===== src/rtl/ptw_axi_read_bridge_pkg.sv =====
// Shared definitions for the page-table-walk AXI read bridge: FSM state
// encodings, fixed AXI attribute values and requester IDs.
package ptw_axi_read_bridge_pkg;

    typedef enum logic [1:0] {
        ST_IDLE = 2'd0,
        ST_AR   = 2'd1,
        ST_R    = 2'd2,
        ST_RESP = 2'd3
    } ptw_state_e;

    localparam logic [1:0] BURST_INCR = 2'b01;
    localparam logic [2:0] SIZE_8B    = 3'd3;
    localparam logic [1:0] RESP_OKAY  = 2'b00;

    localparam int ITLB_ID = 0;
    localparam int DTLB_ID = 1;

endpackage


===== src/rtl/ptw_req_slot.sv =====
// One requester slot: a pending flag plus the 8-byte-aligned PTE address.
// A pulse while already pending is dropped so the first address wins; a
// pulse in the cycle the slot is being cleared starts a fresh request.
module ptw_req_slot #(
    parameter int ADDR_WIDTH = 64
) (
    input  logic                  CLK,
    input  logic                  RST,
    input  logic                  req_valid,
    input  logic [ADDR_WIDTH-1:0] req_addr,
    input  logic                  clear,
    output logic                  pending,
    output logic [ADDR_WIDTH-1:0] addr
);

    logic [ADDR_WIDTH-1:0] aligned_addr;

    // PTEs are 8 bytes, so the low three address bits are forced to zero.
    assign aligned_addr = req_addr & ~ADDR_WIDTH'(7);

    // Capture a new request, or release the slot once its data has returned.
    // NOTE: state registers use non-blocking assignments so every flop samples
    // pre-edge values regardless of block ordering.
    always_ff @(posedge CLK) begin
        if (RST) begin
            pending <= 1'b0;
            addr    <= '0;
        end else if (clear) begin
            pending <= req_valid;
            if (req_valid) addr <= aligned_addr;
        end else if (req_valid && !pending) begin
            pending <= 1'b1;
            addr    <= aligned_addr;
        end
    end

endmodule


===== src/rtl/ptw_axi_read_bridge.sv =====
// Responder end of the ITLB/DTLB page-table-walk fetch path. Arbitrates the
// two requesters round-robin and issues one single-beat AXI4 read at a time,
// returning the PTE as a one-cycle pulse to whichever TLB asked for it.
module ptw_axi_read_bridge
    import ptw_axi_read_bridge_pkg::*;
#(
    parameter int         ADDR_WIDTH = 64,
    parameter int         DATA_WIDTH = 64,
    parameter int         ID_WIDTH   = 4,
    parameter logic [2:0] ARPROT_VAL = 3'b001
) (
    input  logic                  CLK,
    input  logic                  RST,
    input  logic                  I_REQ_VALID,
    input  logic [ADDR_WIDTH-1:0] I_REQ_ADDR,
    output logic                  I_RESP_VALID,
    output logic [DATA_WIDTH-1:0] I_RESP_DATA,
    output logic                  I_RESP_ERR,
    input  logic                  D_REQ_VALID,
    input  logic [ADDR_WIDTH-1:0] D_REQ_ADDR,
    output logic                  D_RESP_VALID,
    output logic [DATA_WIDTH-1:0] D_RESP_DATA,
    output logic                  D_RESP_ERR,
    output logic                  M_ARVALID,
    input  logic                  M_ARREADY,
    output logic [ADDR_WIDTH-1:0] M_ARADDR,
    output logic [ID_WIDTH-1:0]   M_ARID,
    output logic [7:0]            M_ARLEN,
    output logic [2:0]            M_ARSIZE,
    output logic [1:0]            M_ARBURST,
    output logic [2:0]            M_ARPROT,
    input  logic                  M_RVALID,
    output logic                  M_RREADY,
    input  logic [DATA_WIDTH-1:0] M_RDATA,
    input  logic [1:0]            M_RRESP,
    input  logic                  M_RLAST,
    input  logic [ID_WIDTH-1:0]   M_RID
);

    ptw_state_e state, state_next;

    logic                  i_pend, d_pend;
    logic [ADDR_WIDTH-1:0] i_addr, d_addr;
    logic                  i_clear, d_clear;

    logic grant_d;      // current grantee: 0 = ITLB, 1 = DTLB
    logic rr_pref_d;    // on a tie, prefer the DTLB
    logic contended;    // the current grant was decided by the tie-break
    logic grant_load;
    logic grant_sel;
    logic r_accept;
    logic resp_fire;
    logic rsp_err;

    ptw_req_slot #(.ADDR_WIDTH(ADDR_WIDTH)) u_i_slot (
        .CLK       (CLK),
        .RST       (RST),
        .req_valid (I_REQ_VALID),
        .req_addr  (I_REQ_ADDR),
        .clear     (i_clear),
        .pending   (i_pend),
        .addr      (i_addr)
    );

    ptw_req_slot #(.ADDR_WIDTH(ADDR_WIDTH)) u_d_slot (
        .CLK       (CLK),
        .RST       (RST),
        .req_valid (D_REQ_VALID),
        .req_addr  (D_REQ_ADDR),
        .clear     (d_clear),
        .pending   (d_pend),
        .addr      (d_addr)
    );

    assign i_clear = r_accept && !grant_d;
    assign d_clear = r_accept &&  grant_d;

    assign M_ARLEN   = 8'd0;
    assign M_ARSIZE  = SIZE_8B;
    assign M_ARBURST = BURST_INCR;
    assign M_ARPROT  = ARPROT_VAL;

    assign I_RESP_VALID = resp_fire && !grant_d;
    assign D_RESP_VALID = resp_fire &&  grant_d;

    // Any non-OKAY response, a stray ID or a missing RLAST is an access fault.
    assign rsp_err = (M_RRESP != RESP_OKAY) || (M_RID != M_ARID) || !M_RLAST;

    // FSM state register.
    always_ff @(posedge CLK) begin
        if (RST) state <= ST_IDLE;
        else     state <= state_next;
    end

    // Next-state decode and handshake strobes.
    // NOTE: every output of this block gets a default first so no path
    // leaves a signal unassigned and infers a latch.
    always_comb begin
        state_next = state;
        M_ARVALID  = 1'b0;
        M_RREADY   = 1'b0;
        grant_load = 1'b0;
        grant_sel  = 1'b0;
        r_accept   = 1'b0;
        resp_fire  = 1'b0;
        unique case (state)
            ST_IDLE: begin
                if (i_pend || d_pend) begin
                    grant_load = 1'b1;
                    grant_sel  = (i_pend && d_pend) ? rr_pref_d : d_pend;
                    state_next = ST_AR;
                end
            end
            ST_AR: begin
                M_ARVALID = 1'b1;
                if (M_ARREADY) state_next = ST_R;
            end
            ST_R: begin
                M_RREADY = 1'b1;
                if (M_RVALID) begin
                    r_accept   = 1'b1;
                    state_next = ST_RESP;
                end
            end
            ST_RESP: begin
                resp_fire  = 1'b1;
                state_next = ST_IDLE;
            end
            default: state_next = ST_IDLE;
        endcase
    end

    // Grant bookkeeping, AR payload and round-robin pointer. The pointer only
    // moves after a contested grant, so back-to-back ties alternate.
    always_ff @(posedge CLK) begin
        if (RST) begin
            grant_d   <= 1'b0;
            contended <= 1'b0;
            rr_pref_d <= 1'b0;
            M_ARADDR  <= '0;
            M_ARID    <= '0;
        end else begin
            if (grant_load) begin
                grant_d   <= grant_sel;
                contended <= i_pend && d_pend;
                M_ARADDR  <= grant_sel ? d_addr : i_addr;
                M_ARID    <= grant_sel ? ID_WIDTH'(DTLB_ID) : ID_WIDTH'(ITLB_ID);
            end
            if (resp_fire && contended) rr_pref_d <= !grant_d;
        end
    end

    // Response data/error per requester; held until that requester's next fetch.
    always_ff @(posedge CLK) begin
        if (RST) begin
            I_RESP_DATA <= '0;
            I_RESP_ERR  <= 1'b0;
            D_RESP_DATA <= '0;
            D_RESP_ERR  <= 1'b0;
        end else if (r_accept) begin
            if (grant_d) begin
                D_RESP_DATA <= M_RDATA;
                D_RESP_ERR  <= rsp_err;
            end else begin
                I_RESP_DATA <= M_RDATA;
                I_RESP_ERR  <= rsp_err;
            end
        end
    end

endmodule


===== config.mk =====
export PLATFORM = sky130hd
export DESIGN_NAME = ptw_axi_read_bridge
export DESIGN_NICKNAME = d
export VERILOG_FILES = /design/src/rtl/ptw_axi_read_bridge_pkg.sv /design/src/rtl/ptw_req_slot.sv /design/src/rtl/ptw_axi_read_bridge.sv
export SDC_FILE = /design/constraint.sdc
export NUM_CORES = 1
export LEC_CHECK = 0
export BUFFER_PORTS_ARGS = -buffer_cell sky130_fd_sc_hd__buf_2
export CORE_AREA = 2 2 165 167
export CTS_CLUSTER_SIZE = 24
export DETAILED_ROUTE_END_ITERATION = 12
export DIE_AREA = 0 0 167 169
export PLACE_DENSITY = 0.83
export SYNTH_ARGS = -nofsm -noshare
export SYNTH_HDL_FRONTEND = slang
export SYNTH_SLANG_ARGS = --single-unit

===== constraint.sdc =====
create_clock -name CLK -period 2.9 [get_ports CLK]
set_clock_uncertainty 0.2 [all_clocks]
set_input_delay 0.435 -clock CLK [delete_from_list [all_inputs] [get_ports CLK]]
set_output_delay 0.435 -clock CLK [all_outputs]
set_load 0.02 [all_outputs]

==> impl_metrics.ini <==
[cts]
cts-root-buf = clkbuf_16
htreeDepth = 2
clk_latency_ns = 0.52
clock-sinks = 320
cts.clk_slew.worst_paths_ns = 0.07
cts_resized = 0
clockBufferDepth = 3
cts_inserted_buffers = 34
cts_setup_buffers = 0
cts_tree = done

[sta]
hold_violations = 0
max_freq_mhz = 398.0
tightestPinTransition_ns = 0.7801
fin_setup_tns_ns = 0
layout_setup_ws_ns = 0.3874
whs_ns = 0.01223
rsz0062_at_grt = false
maxSlewHeadroom = 0.4799
min_period_over_period = 0.8664
setup_viol = 0
final.min_clock_period_ns = 2.513
finalMaxSlewViolations = 0

[floorplan]
die_x_um = 167
start_util = 0.5104
fp-row-count = 60
die_area_um2 = 28220
pin_count = 423
core_region_area_um2 = 26500
die_h_um = 169

[run]
maxCapViolations = 0

[setup_path]
r2r_end = D_RESP_DATA[38]
cp.required_ns = 3.06
cp.arrival_ns = 2.68
rrSetupSlack_ns = 0.39
cp_cell_sequence = inv_1, ha_1, nand3_2, buf_4, nand2_1, a21oi_1
worstSetupPathType = reg2reg
rr_startpoint = state[0]
cp-end-kind = register
crit_path_start_kind = register
r2r_cells = 6
worst_path_largest_cell_delay_ns = 0.61
cpMaxStageDelayCell = buf_4
path_max_fanout = 65

[yosys]
ys.flop_type = dfxtp_1
ys_ff_latch = 320
syn-cell-area_um2 = 13530
synth_cell_types = 34
syn_avg_cell_area_um2 = 8.898
synth_cells = 1520
ys_warn_count = 0
ys_seq_area_frac = 0.4736
synthArstFlopShare = 0
synth-edff-count = 0

[layout]
multi_input_comb_area_um2 = 6296
instances_no_fill = 2374
nets = 2212
layout-drive-gt1-share = 0.2501
regArea_um2 = 6406
area_delta_synth_final_pct = 34.31
fillers = 1901

[placement]
pre_cts_ws_ns = 0.6724
dp_cells = 2151
gp_congestion = 0.8682
dpl.hpwl_mm = 26.34
io_buffer_count = 394

[global_route]
grt_first_pass_wirelength_mm = 68.83
antenna_found_initial = 6
first_global_vias = 12840
grt_start_max_net_pins = 120
grt.overflow.total = 0
grt_usage = 0.3012

[detailed_routing]
drt_iter0_drc = 1327
first_pass_iters = 8
antenna_left = 0
wirelength_mm = 44.32
via_per_inst = 5.528
routedWlPerCell_um = 18.67
drc = 0
vias = 13120

[pwr]
clockPowerShare = 0.332
leakage_uw = 0.007607
p_per_area_nw_per_um2 = 703.2
seqPwrFrac = 0.407
max-vdd-ir-drop_mv = 0.5250
switching_share = 0.3294
p_int_uw = 8566
p_sw_uw = 4208
p_comb_frac = 0.261

[worst_hold_path]
hold_start = D_REQ_ADDR[58]
holdPathEnd = u_d_slot.addr[58]
hold_depth = 3
hold_path.class = in2reg

[status]
status = finished, final reports clean
## logic make-up (layout without fill, tap and decap cells)
group                      Yosys count  after routing  synth area share
DFF                                320            320            0.4736
muxes                              124            124           0.09177
buffers and inverters              159            646           0.06966
xor gates and xnor gates             1              1         0.0006477
and+or+nand+nor                    647            647            0.2347
other                                2             28         0.0005552
AOI/OAI and AO/OA                  263            263            0.1253
adders and majority gates            4              4          0.003700
## worst max-delay path: cells and delay by family, from the launching register on
kind,cells,cell delay [ns]
adder cells (fa/ha/maj),1,0.30
flip-flops,1,0.38
buffers and inverters,2,0.69
AND/OR/NAND/NOR,2,0.27
AO/OA/AOI/OAI,1,0.47
## worst max-delay path by stage
stage | slack [ns] | startpoint | end
3_5_place_dp | 0.67 | state[0] | u_i_slot.addr[55]
5_1_grt | 0.18 | state[0] | D_RESP_DATA[38]
2_1_floorplan | 1.01 | state[0] | u_d_slot.addr[10]
4_1_cts | 0.65 | state[0] | u_i_slot.addr[54]
6_report | 0.39 | state[0] | D_RESP_DATA[38]
3_3_place_gp | 0.75 | M_RRESP[1] | I_RESP_ERR
## through the flow
stage	power, uW	cell area (um2)	util
CTS	12690	18150	0.6849
floorplan	7394	13600	-
global route	13270	18160	0.6852
global placement	8262	15510	0.5852
finish	12770	18170	0.6855
detailed placement	8347	15510	0.5852
## cell type report
class,instances,area share
Clock inverter,11,0.005717
Sequential cell,320,0.3526
Multi-Input combinational cell,1061,0.3466
Timing Repair Buffer,582,0.2167
Inverter,4,0.0008265
Antenna cell,6,0.0008265
Clock buffer,49,0.05324
Tap cell,341,0.02349
## repair_timing
item                                    in CTS  in global routing
endpoints found under the setup margin       0                  0
endpoints found under the hold margin      213                  0
hold buffers                               157                  0
## per-layer routing
layer | share of wire | global-route usage | up-vias
li1 | - | - | 6003
met1 | 0.37 | 0.3435 | 6176
met2 | 0.50 | 0.5278 | 748
met3 | 0.087 | 0.07762 | 192
met4 | 0.049 | 0.1424 | 4
met5 | 0.00061 | 0 | -
## sequential cells by signal, indices dropped and copies added, names as in the netlist
| register | flops |
|---|---|
| u_i_slot.pending | 1 |
| contended | 1 |
| M_ARADDR | 61 |
| u_i_slot.addr | 61 |
| rr_pref_d | 1 |
| u_d_slot.addr | 61 |
| u_d_slot.pending | 1 |
| D_RESP_ERR | 1 |
| I_RESP_DATA | 64 |
| D_RESP_DATA | 64 |
| I_RESP_ERR | 1 |
| state | 2 |
| grant_d | 1 |
## cells in the mapped netlist (all sizes together), types with 2 or more instances
library cell / n / area share
nand2: 258 / 0.072
a211oi: 2 / 0.0011
and2: 2 / 0.00092
nor2: 69 / 0.019
clkbuf: 41 / 0.011
a21oi: 131 / 0.048
a21boi: 2 / 0.0011
mux2i: 124 / 0.092
o21ai: 62 / 0.023
inv: 4 / 0.0011
buf: 114 / 0.057
a22oi: 2 / 0.0011
a311oi: 61 / 0.049
o21a: 2 / 0.0011
conb: 2 / 0.00056
dfxtp: 320 / 0.47
ha: 4 / 0.0037
nand2b: 249 / 0.12
nand3: 62 / 0.023
## cell usage in the layout (no fill, tap or decap), drive strengths merged, types with 2 or more instances in the layout
| master | Yosys | layout |
|---|---|---|
| a211oi | 2 | 2 |
| a21boi | 2 | 2 |
| a21oi | 131 | 131 |
| a22oi | 2 | 2 |
| a311oi | 61 | 61 |
| and2 | 2 | 2 |
| buf | 114 | 425 |
| clkbuf | 41 | 49 |
| clkinv | 0 | 6 |
| clkinvlp | 0 | 2 |
| conb | 2 | 22 |
| dfxtp | 320 | 320 |
| diode | 0 | 6 |
| dlygate4sd3 | 0 | 157 |
| ha | 4 | 4 |
| inv | 4 | 6 |
| mux2i | 124 | 124 |
| nand2 | 258 | 258 |
| nand2b | 249 | 249 |
| nand3 | 62 | 62 |
| nor2 | 69 | 69 |
| o21a | 2 | 2 |
| o21ai | 62 | 62 |
## power by group through the flow
stage	Combinational [uW]	Sequential, uW	Clock (uW)
2_1_floorplan	1730	5660	0
3_3_place_gp	3020	5240	0
3_5_place_dp	3080	5270	0
4_1_cts	3260	5180	4250
5_1_grt	3570	5240	4460
6_report	3330	5200	4240
(Power assumes the default switching activity.)
